--- src/rtl/d2b_pkg.sv ---
// Shared types and sizing for the decimal-digit to binary converter.
package d2b_pkg;

    typedef enum logic [1:0] {
        IDLE,
        CONV,
        HOLD
    } state_t;

    localparam int NUM_DIGITS = 3;
    localparam int DIGIT_W    = 4;
    localparam int DIGIT_MAX  = 9;
    // 15*111 = 1665 fits, so illegal digits never wrap the accumulator
    localparam int ACC_W      = 11;

    function automatic logic digit_bad(input logic [DIGIT_W-1:0] d);
        return d > DIGIT_W'(DIGIT_MAX);
    endfunction

endpackage

--- src/rtl/digit_mac10.sv ---
// Combinational acc*10 + digit at accumulator width, built from shifts and adds.
module digit_mac10
    import d2b_pkg::*;
(
    input  logic [ACC_W-1:0]   acc,
    input  logic [DIGIT_W-1:0] digit,
    output logic [ACC_W-1:0]   result
);

    assign result = (acc << 3) + (acc << 1) + {{(ACC_W-DIGIT_W){1'b0}}, digit};

endmodule

--- src/rtl/digits_to_binary.sv ---
// Three BCD digits to a clamped binary level, one digit per clock MSD first.
// Result valid three edges after accept and held until the consumer takes it.
module digits_to_binary
    import d2b_pkg::*;
#(
    parameter int OUT_W     = 4,
    parameter int MAX_VALUE = 10
) (
    input  logic             clk,
    input  logic             rst_n,
    input  logic             in_valid,
    output logic             in_ready,
    input  logic [3:0]       digit0,
    input  logic [3:0]       digit1,
    input  logic [3:0]       digit2,
    output logic             out_valid,
    input  logic             out_ready,
    output logic [OUT_W-1:0] binary_out,
    output logic             overflow,
    output logic             digit_err
);

    state_t               state;
    state_t               state_nxt;
    logic [DIGIT_W-1:0]   dig_q [NUM_DIGITS];
    logic [1:0]           idx;
    logic [ACC_W-1:0]     acc;
    logic [ACC_W-1:0]     mac_out;
    logic [DIGIT_W-1:0]   cur_digit;
    logic                 err_q;
    logic                 accept;
    logic                 last_step;
    logic                 done;

    assign in_ready  = (state == IDLE);
    assign accept    = in_valid && in_ready;
    assign last_step = (state == CONV) && (idx == 2'd0);
    assign done      = (state == HOLD) && out_ready;

    always_comb begin
        cur_digit = '0;
        case (idx)
            2'd0:    cur_digit = dig_q[0];
            2'd1:    cur_digit = dig_q[1];
            2'd2:    cur_digit = dig_q[2];
            default: cur_digit = '0;
        endcase
    end

    digit_mac10 u_mac (
        .acc    (acc),
        .digit  (cur_digit),
        .result (mac_out)
    );

    always_ff @(posedge clk or negedge rst_n) begin
        if (!rst_n) state <= IDLE;
        else        state <= state_nxt;
    end

    always_comb begin
        state_nxt = state;
        case (state)
            IDLE:    if (accept)    state_nxt = CONV;
            CONV:    if (last_step) state_nxt = HOLD;
            HOLD:    if (done)      state_nxt = IDLE;
            default:                state_nxt = IDLE;
        endcase
    end

    always_ff @(posedge clk or negedge rst_n) begin
        if (!rst_n) begin
            for (int i = 0; i < NUM_DIGITS; i++) dig_q[i] <= '0;
            idx        <= '0;
            acc        <= '0;
            err_q      <= 1'b0;
            out_valid  <= 1'b0;
            binary_out <= '0;
            overflow   <= 1'b0;
            digit_err  <= 1'b0;
        end else begin
            if (accept) begin
                dig_q[0] <= digit0;
                dig_q[1] <= digit1;
                dig_q[2] <= digit2;
                err_q    <= digit_bad(digit0) || digit_bad(digit1) || digit_bad(digit2);
                acc      <= '0;
                idx      <= 2'd2;
            end else if (state == CONV) begin
                acc <= mac_out;
                if (idx != 2'd0) idx <= idx - 2'd1;
            end

            // Outputs load from the final MAC result, not the stale acc register
            if (last_step) begin
                out_valid <= 1'b1;
                if (err_q) begin
                    binary_out <= '0;
                    overflow   <= 1'b0;
                    digit_err  <= 1'b1;
                end else if (mac_out > ACC_W'(MAX_VALUE)) begin
                    binary_out <= OUT_W'(MAX_VALUE);
                    overflow   <= 1'b1;
                    digit_err  <= 1'b0;
                end else begin
                    binary_out <= mac_out[OUT_W-1:0];
                    overflow   <= 1'b0;
                    digit_err  <= 1'b0;
                end
            end else if (done) begin
                out_valid <= 1'b0;
            end
        end
    end

endmodule

--- config.mk ---
export PLATFORM = sky130hd
export DESIGN_NAME = digits_to_binary
export DESIGN_NICKNAME = d
export VERILOG_FILES = /design/src/rtl/d2b_pkg.sv /design/src/rtl/digit_mac10.sv /design/src/rtl/digits_to_binary.sv
export SDC_FILE = /design/constraint.sdc
export NUM_CORES = 1
export LEC_CHECK = 0
export ABC_AREA = 0
export CORE_UTILIZATION = 50
export DETAILED_ROUTE_END_ITERATION = 16
export GPL_TIMING_DRIVEN = 0
export PLACE_DENSITY_LB_ADDON = 0.08
export SLEW_MARGIN = 0
export SYNTH_ARGS = -nofsm -noshare
export SYNTH_HDL_FRONTEND = slang
export SYNTH_HIERARCHICAL = 1
export SYNTH_SLANG_ARGS = --single-unit
--- constraint.sdc ---
create_clock -name clk -period 3.6 [get_ports clk]
set_clock_uncertainty 0.2 [all_clocks]
set_input_delay 0.54 -clock clk [delete_from_list [all_inputs] [get_ports clk]]
set_output_delay 0.54 -clock clk [all_outputs]
set_load 0.03 [all_outputs]
[After elaboration in Yosys (flattened, before gate mapping)]
Cells that the tools add are included.
Word-level totals
  register bits: 34
  bits in latches: 0
  bits in writable memories: 0
  ROM bits: 0
  input port bits: 16
  output and inout bits: 8
  word-level logic and storage cells: 55
  memories kept: 0
Operators by class
  add/sub/neg operators: 3
  multipliers: 0
  div/mod/pow operators: 0
  magnitude comparators: 4
  equality and inequality tests: 7
  shifts and indexed selects: 0
  muxes and demuxes: 17
  bitwise logic cells: 0
  reduce and logical (&&, ||, !) cells: 13
Operators by type and width (count)
  2-to-1 mux 10 bit: 2
  greater-than comparator 4 bit (second input constant): 3
  2-to-1 mux 2 bit: 6
  one-hot mux 4 bit (3 select lines): 1
  adder 11 bit: 1
  adder 11 x 4 -> 11 bit: 1
  greater-than comparator 11 x 4 -> 1 bit (second input constant): 1
  2-to-1 mux 4 bit: 2
  nonzero test 2 bit: 4
  one-hot mux 2 bit (3 select lines): 1
  2-to-1 mux 1 bit: 5
  equality test 2 x 1 -> 1 bit (second input constant): 2
  equality test 2 bit (second input constant): 2
  logical NOT 2 bit: 2
  inequality test 2 bit (second input constant): 2
  logical AND 1 bit: 3
  AND reduction 3 bit: 1
  logical OR 1 bit: 2
  inequality test 2 x 1 -> 1 bit (second input constant): 1
  AND reduction 2 bit: 1
  subtractor 2 x 1 -> 2 bit (second input constant): 1

[Longest topological paths before layout]
Gate-level depths: netlist (run 1).
  depth after elaboration: 6
  depth in mapped cells: 16
  mapped depth without buffers: 15

[By module]
The synthesis (run 1) kept the hierarchy.
By module, submodules not included
  digits_to_binary: times used 1, cells each 144, area each 1584.0 µm², seq. area each 875.8 µm²
  digit_mac10: times used 1, cells each 57, area each 500.5 µm², seq. area each 0.0 µm²

[Least setup slack after synthesis (run 1)]
No wires, ideal clock.
  path type: register to register
  start point: register idx[0]
  end point: register binary_out[1]
  setup time: 0.139 ns
  arrival: 3.550 ns
  required time: 3.261 ns
  slack: -0.289 ns
  cell stages (with the launch flop): 16
  buffers on the path: 1
  clock period less this slack: 3.889 ns
  cells stage by stage: dfrtp_1 -> inv_1 -> ha_1 -> buf_2 -> a222oi_1 -> nor2_1 -> ha_1 -> ha_1 -> fa_1 -> a21o_2 -> a21oi_2 -> o21ai_0 -> xor2_1 -> or3_1 -> a211oi_1 -> o221ai_1
On the way
  cells in the longest elaborated chain, start to end: 6
  elaborated cells between the ends (all ways): 9
  those cells by class: add/sub: 1; order compare: 1; eq/ne: 2; mux: 3; reduce/logical: 2
RTL lines
  from (decl): line digits_to_binary.sv:26  | logic [1:0] idx;
  from (signal assigned): line digits_to_binary.sv:91  | if (idx != 2'd0) idx <= idx - 2'd1;
  equality test 2 bit, or another cell as far along: line digits_to_binary.sv:42  | case (idx)
  one-hot mux 4 bit (3 select lines) *: line digits_to_binary.sv:42
  net cur_digit[2]: line digits_to_binary.sv:29  | logic [DIGIT_W-1:0] cur_digit;
  adder 11 x 4 -> 11 bit *: line digit_mac10.sv:10  | assign result = (acc << 3) + (acc << 1) + {{(ACC_W-DIGIT_W){1'b0}}, digit};
  net mac_out[8]: line digits_to_binary.sv:28  | logic [ACC_W-1:0] mac_out;
  greater-than comparator 11 x 4 -> 1 bit *: line digits_to_binary.sv:101  | end else if (mac_out > ACC_W'(MAX_VALUE)) begin
  2-to-1 mux 4 bit *: line digits_to_binary.sv:101
  2-to-1 mux 4 bit *: line digits_to_binary.sv:97  | if (err_q) begin
  to (signal assigned): line digits_to_binary.sv:102  | binary_out <= OUT_W'(MAX_VALUE);
  to (signal assigned): line digits_to_binary.sv:106  | binary_out <= mac_out[OUT_W-1:0];
  to (decl): line digits_to_binary.sv:18  | output logic [OUT_W-1:0] binary_out,
Mark *: on every way through the listed nets, which the timed path passes. The rest lies on a longest branch.
A chain may end at the register's enable or synchronous reset.

[Worst setup path after layout (run 1)]
  start point: register idx[1]
  end point: register binary_out[1]
Same word-level chain as after synthesis.

==> results of run 1 <==
-- layout by cell type (no fill, tap or decap), types with 2 or more instances in the layout --
master,n
xnor2_1,5
nor2b_1,2
buf_4,8
ha_4,5
o21ai_0,17
clkdlybuf4s50_1,22
inv_1,8
a21o_1,2
buf_6,3
a21oi_1,7
nand2_1,28
dfrtp_1,33
o21a_1,2
xor2_1,3
nor3_2,2
ha_1,15
clkbuf_8,6
mux2_2,12
nor2_1,6
nand2b_1,2
inv_2,2
a222oi_1,4
a211oi_4,2
o21ai_1,2
buf_2,5
-- final timing paths --
path / start / end / slack (ns) / depth (start not counted)
max in group asynchronous: rst_n / idx[1] / 2.56 / 1
worst max-delay path: idx[1] / binary_out[1] / -0.25 / 16
min in group clk: binary_out[3] / binary_out[3] / 0.30 / 2
worst min register to register: binary_out[3] / binary_out[3] / 0.30 / 2
worst max register to register: idx[1] / binary_out[1] / -0.25 / 16
worst min-delay path: rst_n / dig_q[7] / 0.12 / 1
-- repair_timing --
item,CTS,global route
buffers inserted,7,2
hold endpoints to repair,0,0
gates resized for setup,8,15
hold buffers,0,0
endpoints found under the setup margin,5,5
pin swaps,17,9
-- through the flow --
stage / utilization, % / hold WS, ns / instances / setup WS [ns]
2_1_floorplan: - / 0.0444 / 197 / -0.0144
3_3_place_gp: 62.6 / 0.268 / 268 / -0.315
3_5_place_dp: 62.5 / 0.283 / 268 / -0.418
4_1_cts: 67.2 / 0.140 / 282 / -0.279
5_1_grt: 69.5 / 0.185 / 284 / -0.390
6_report: 69.5 / 0.122 / 284 / -0.248
-- final cells by class --
cell class,instances,share of cell area [%]
Tap cell,48,2.27
Multi-Input combinational cell,143,46.5
Inverter,11,1.66
Clock inverter,2,0.474
Sequential cell,34,32.3
Timing Repair Buffer,32,11.7
Clock buffer,6,3.13
Buffer,8,2.04
-- critical path, stage by stage, from the launching register on --
cell      delay [ns]
dfrtp_2         0.46
inv_4           0.09
ha_4            0.15
a222oi_1        0.10
nor2_1          0.09
inv_1           0.06
fa_1            0.49
inv_2           0.06
buf_4           0.14
fa_2            0.39
a21o_4          0.23
a21oi_4         0.17
o31ai_2         0.09
xnor2_1         0.13
or4_4           0.47
a211oi_4        0.27
o221ai_2        0.13
-- sequential cells by signal (all words and copies together), names as in the netlist --
register	cells
binary_out	4
dig_q	12
digit_err	1
err_q	1
idx	2
acc	10
state	2
out_valid	1
overflow	1
-- layer usage --
layer	part of all wire (%)	GRT usage, %	vias to the layer above
met1	44	28.3	773
met5	0	0	-
met4	1.1	9.84	0
li1	-	-	783
met3	2.6	4.66	5
met2	53	41.7	27
==> flow_summary.yaml, run 1 <==
drt:
  wl_per_cell_um: 16.0
  routed_wl_mm: 4.53
  drtPass1Iterations: 5
  via_per_inst: 5.59
  drt-initial-drc-count: 102
  drc: 0
  ant_nets: 0
  vias: 1588
placement:
  dp_hpwl_mm: 3.38
  gp_congestion: 0.844
  place_area_um2: 2370
  port_buffers: 23
global_routing:
  antenna_found_initial: 0
  grt_max_degree: 35
  grt_usage_pct: 23.8
  grt_overflow_total: 0
  grt_pass1_vias: 1662
  grt_pass1_wl_mm: 7.63
synth:
  syn_avg_cell_area_um2: 10.4
  synth_area_um2: 2050
  mappedNetlistNets: 235
  yosysWarnings: 6
  netlist_instances: 197
floorplanning:
  die_width_um: 66.0
  initial_utilization_pct: 53.9
  rows: 22
  dieArea_um2: 4350
  core_area_um2: 3800
  top_level_ports: 24
  fp.dieH_um: 66.0
finish:
  drive_above_1_share_pct: 25.8
  multi_input_area_um2: 1230
  finalInstanceArea_um2: 2640
  seq_area_um2: 852
  area_delta_synth_final_pct: 29.0
  nNetsFinal: 273
  insertedDiodeCount: 0
  fillers: 296
worst_setup_path:
  crit_type: "register to register"
  cp.required_ns: 3.56
  worstPathArrival_ns: 3.81
  worstSetupStartpointType: "register"
  cp-end-kind: "register"
  cp_max_fo: 4
clock_network:
  clk_latency_ns: 0.29
  cts_buffers: 5
  clockBufferDepth: 2
  root_buffer: "clkbuf_8"
  htree_levels: 2
  path_clk_slew_ns: 0.07
  cts_tree: "yes"
  cts_sinks: 34
sta:
  slew_headroom_pct: 50.1
  worst_pin_slew_ns: 0.749
  maxSlewViolCount: 0
  setup_viol: 5
  period_needed_ns: 3.85
  worst_slack_ns: -0.248
  hold_violations: 0
  max_freq_mhz: 260
  final.setup.tns_ns: -1.14
  finalCritPeriodShare_pct: 107
  rsz0062_at_grt: "true"
run:
  max_cap_violations: 0
worst_hold_path:
  min_path_type: "input port to asynchronous set/reset pin"
outcome:
  status: "complete, but fails checks"
  violations: "negative setup slack"
Power of run 1 is not shown: default switching activity piles up to over one toggle a cycle in this logic, so the estimate is an artifact.
==> run 2: changes to the inputs <==
--- a/config.mk
+++ b/config.mk
@@ -6,7 +6,9 @@
 export NUM_CORES = 1
 export LEC_CHECK = 0
 export ABC_AREA = 0
-export CORE_UTILIZATION = 50
+export CELL_PAD_IN_SITES_DETAIL_PLACEMENT = 1
+export CELL_PAD_IN_SITES_GLOBAL_PLACEMENT = 1
+export CORE_UTILIZATION = 40
 export DETAILED_ROUTE_END_ITERATION = 16
 export GPL_TIMING_DRIVEN = 0
 export PLACE_DENSITY_LB_ADDON = 0.08
==> flow_summary.yaml, run 2 (synthesis results as in run 1) <==
run:
  max_cap_violations: 0
worst_hold_path:
  min_path_type: "input port to asynchronous set/reset pin"
finish:
  area_delta_synth_final_pct: 29.4
  drive_above_1_share_pct: 26.1
  finalInstanceArea_um2: 2650
  regMostFlops: "dig_q"
  largest_reg_flops: 12
  final_common_cell: "dfrtp_1"
  post-route-util_pct: 55.0
  final_cell_mix: "dfrtp_1, nand2_1, clkdlybuf4s50_1, o21ai_0, ha_1"
  top_regs: "dig_q: 12 flops, acc: 10 flops, binary_out: 4 flops"
  insertedDiodeCount: 0
  nNetsFinal: 275
  final_cells: 305
worst_setup_path:
  worstSetupStartpointType: "register"
  cp-end-kind: "register"
  worstPathArrival_ns: 3.88
  crit_type: "register to register"
  cp.required_ns: 3.55
  cp_max_fo: 3
global_routing:
  grt_usage_pct: 20.9
  grt_pass1_wl_mm: 8.43
  grt_max_degree: 35
  grt_pass1_vias: 1749
  grt_overflow_total: 0
  antenna_found_initial: 0
outcome:
  status: "complete, but fails checks"
  violations: "negative setup slack"
sta:
  whs_ns: 0.129
  maxSlewViolCount: 0
  period_needed_ns: 3.93
  final.setup.tns_ns: -1.38
  setup_viol: 5
  rsz0062_at_grt: "true"
  hold_violations: 0
  max_freq_mhz: 254
  worst_slack_ns: -0.332
  worst_pin_slew_ns: 0.769
  slew_headroom_pct: 48.7
  finalCritPeriodShare_pct: 109
clock_network:
  cts_tree: "yes"
  cts_sinks: 34
  ctsHoldBuffers: 0
  clockBufferDepth: 2
  cts_buffers: 5
  clk_latency_ns: 0.28
  root_buffer: "clkbuf_8"
  path_clk_slew_ns: 0.07
  htree_levels: 2
drt:
  ant_nets: 0
  drt-initial-drc-count: 83
  drc: 0
  via_per_inst: 5.29
  wl_per_cell_um: 17.0
  routed_wl_mm: 5.19
  drtPass1Iterations: 4
  vias: 1614
floorplanning:
  fp.dieH_um: 73.5
  top_level_ports: 24
  core_area_um2: 4820
  initial_utilization_pct: 42.5
  rows: 25
  die_width_um: 73.5
  dieArea_um2: 5410
placement:
  port_buffers: 23
  dp_hpwl_mm: 3.81
  gp_congestion: 0.771
  place_area_um2: 2400
  preCtsSetupSlack_ns: -0.417
  dpl.cell_count: 287
power:
  vdd_ir_drop_max_uv: 415
  p_leak_nw: 1.16
  p_total_mw: 2.88
  p_per_area_nw_per_um2: 1090
==> run 2: routing by layer <==
| layer | up-vias | GRT usage, % | part of all wire (%) |
|---|---|---|---|
| met3 | 10 | 3.98 | 2.1 |
| met1 | 804 | 24.2 | 43 |
| met2 | 25 | 37.7 | 53 |
| li1 | 775 | - | - |
| met5 | - | 0 | 0 |
| met4 | 0 | 8.12 | 1.9 |
==> run 2: worst paths after layout <==
path / cells past startpoint / start / slack (ns) / end
setup reg to reg: 14 / idx[1] / -0.33 / binary_out[1]
setup / recovery: 14 / idx[1] / -0.33 / binary_out[1]
min in group clk: 1 / binary_out[2] / 0.29 / binary_out[2]
hold reg to reg: 1 / binary_out[2] / 0.29 / binary_out[2]
max in group asynchronous: 1 / rst_n / 2.58 / state[0]
hold / removal: 1 / rst_n / 0.13 / dig_q[10]
==> run 2: report_power, final <==
group	leakage [nW]	total (mW)	switching [mW]	internal, mW
Combinational	0.699	1.92	1.05	0.868
Clock	0.0482	0.293	0.139	0.154
Sequential	0.418	0.671	0.116	0.555
Total	1.16	2.88	1.31	1.58
==> run 2: repair_timing <==
action | CTS | global route
setup buffers | 9 | 2
resized for setup | 13 | 7
hold endpoints to repair | 0 | 0
endpoints found under the setup margin | 5 | 5
pin swaps | 19 | 14
==> run 2: layout make-up <==
cell class,instances,area (um^2)
sequential,34,851
tap,67,83.8
fill,537,2170
buffer,8,53.8
inverter,11,41.3
multi-input combinational,143,1220
timing repair buffer,34,312
clock buffer,7,86.3
clock inverter,1,5.00
==> run 2: worst max-delay path: stages, from the launching register on <==
cell and delay [ns]:
dfrtp_1 0.42, buf_6 0.14, ha_4 0.15, a222oi_1 0.37
nor2_1 0.14, ha_1 0.36, ha_4 0.18, fa_2 0.35
a21o_4 0.23, a21oi_4 0.17, o31ai_2 0.08, xnor2_1 0.14
or4_4 0.47, a211oi_4 0.28, o221ai_2 0.12
(Power assumes the default switching activity.)
==> run 3: changes to the inputs <==
--- a/config.mk
+++ b/config.mk
@@ -11,7 +11,7 @@
 export CORE_UTILIZATION = 40
 export DETAILED_ROUTE_END_ITERATION = 16
 export GPL_TIMING_DRIVEN = 0
-export PLACE_DENSITY_LB_ADDON = 0.08
+export PLACE_DENSITY_LB_ADDON = 0.3
 export SLEW_MARGIN = 0
 export SYNTH_ARGS = -nofsm -noshare
 export SYNTH_HDL_FRONTEND = slang
==> flow_summary.yaml, run 3 (synthesis results as in run 1) <==
outcome:
  status: "complete, but fails checks"
  violations: "negative setup slack"
floorplanning:
  rows: 25
  die_width_um: 73.5
  core_area_um2: 4820
  top_level_ports: 24
  fp.dieH_um: 73.5
  initial_utilization_pct: 42.5
  dieArea_um2: 5410
sta:
  rsz0062_at_grt: "true"
  hold_violations: 0
  whs_ns: 0.124
  worst_pin_slew_ns: 0.776
  max_freq_mhz: 258
  setup_viol: 5
  worst_slack_ns: -0.274
  slew_headroom_pct: 48.3
  period_needed_ns: 3.87
  finalCritPeriodShare_pct: 108
  maxSlewViolCount: 0
clock_network:
  clk_latency_ns: 0.29
  clockBufferDepth: 2
  cts_tree: "yes"
  path_clk_slew_ns: 0.07
  cts_sinks: 34
  ctsHoldBuffers: 0
  htree_levels: 2
  cts_buffers: 5
  root_buffer: "clkbuf_8"
power:
  p_per_area_nw_per_um2: 1080
  vdd_ir_drop_max_uv: 419
  p_leak_nw: 1.18
finish:
  largest_reg_flops: 12
  nNetsFinal: 273
  insertedDiodeCount: 0
  area_delta_synth_final_pct: 28.8
  fillers: 542
  final_cell_mix: "dfrtp_1, nand2_1, clkdlybuf4s50_1, o21ai_0, ha_1"
  finalInstanceArea_um2: 2640
  regMostFlops: "dig_q"
  drive_above_1_share_pct: 23.7
  final_common_cell: "dfrtp_1"
  top_regs: "dig_q: 12 flops, acc: 10 flops, binary_out: 4 flops"
worst_setup_path:
  crit_chain: "buf_6, ha_4, a222oi_1, nor2_1, ha_1, ha_4, fa_2, a21o_4, a21oi_4, o31ai_4, xnor2_1, or4_4, a211oi_4, o221ai_2"
  critPathMostFrequentCell: "ha_4"
  critPathMaxStageDelay_ns: 0.48
  cp_max_fo: 3
  crit_type: "register to register"
  cp.required_ns: 3.55
  cpMaxStageDelayCell: "or4_4"
  worstRegToRegCells: 14
  worstSetupStartpointType: "register"
  worstPathArrival_ns: 3.83
  cp-end-kind: "register"
global_routing:
  antenna_found_initial: 0
  grt_usage_pct: 20.8
  grt_pass1_vias: 1754
  grt_pass1_wl_mm: 8.21
  grt_max_degree: 35
  grt_overflow_total: 0
drt:
  via_per_inst: 5.41
  drt-initial-drc-count: 49
  routed_wl_mm: 5.12
  ant_nets: 0
  drtPass1Iterations: 5
  wl_per_cell_um: 16.9
  vias: 1640
  drc: 0
worst_hold_path:
  min_path_type: "input port to asynchronous set/reset pin"
placement:
  dp_hpwl_mm: 3.74
  gp_congestion: 0.750
  place_area_um2: 2400
  port_buffers: 23
run:
  max_cap_violations: 0
## run 3: changes by cell type in the layout (fill, tap and decap cells not counted), sizes merged
cell / before / now
clkinv: 1 / 0
buf: 19 / 17
clkbuf: 8 / 9
## run 3: cell type report
type	count	area [um^2]	share of cell area (%)
Tap cell	67	83.8	3.18
Multi-Input combinational cell	143	1200	45.5
Timing Repair Buffer	32	297	11.2
Inverter	11	41.3	1.57
Clock buffer	8	110	4.18
Buffer	8	53.8	2.04
Sequential cell	34	851	32.3
## run 3: per-stage QoR
step	setup slack, ns	util [%]	power, mW	setup TNS, ns	cells
6_report	-0.274	54.7	2.86	-1.17	303
3_3_place_gp	-0.381	49.9	2.26	-1.58	287
4_1_cts	-0.284	53.8	2.77	-1.16	302
2_1_floorplan	-0.0144	-	1.89	-0.0144	197
3_5_place_dp	-0.423	49.8	2.32	-1.75	287
5_1_grt	-0.444	54.7	3.09	-2.02	303
## run 3: worst paths after layout
kind                          startpoint             to  slack, ns
setup / recovery                  idx[1]  binary_out[1]      -0.27
hold / removal                     rst_n  binary_out[3]       0.12
setup reg to reg                  idx[1]  binary_out[1]      -0.27
hold reg to reg            binary_out[3]  binary_out[3]       0.28
max in group asynchronous          rst_n       dig_q[6]       2.58
min in group clk           binary_out[3]  binary_out[3]       0.28
## run 3: timing repair
action,4_1_cts,5_1_grt
endpoints found under the hold margin,0,0
buffers inserted,8,1
pin swaps,14,10
endpoints found under the setup margin,5,5
gates resized for setup,7,8
## run 3: routing by layer
layer | up-vias | GRT usage, % | routed length, um
li1 | 776 | - | -
met1 | 816 | 25.5 | 2250
met2 | 40 | 36.6 | 2620
met3 | 8 | 3.84 | 173
met4 | 0 | 6.84 | 80
met5 | - | 0 | 0
## run 3: worst max-delay path, delay by kind of cell, from the launching register on
kind	cells	cell delay (ns)
fa+ha+maj	4	1.02
flops	1	0.39
buf+inv	1	0.13
simple gates	2	0.62
xor+xnor	1	0.13
compound gates	6	1.24
## run 3: power breakdown
group	leakage, nW	total (mW)	internal (mW)	switching, mW
Combinational	0.702	1.86	0.808	1.05
Sequential	0.418	0.670	0.555	0.115
Clock	0.0575	0.332	0.193	0.139
Total	1.18	2.86	1.56	1.30
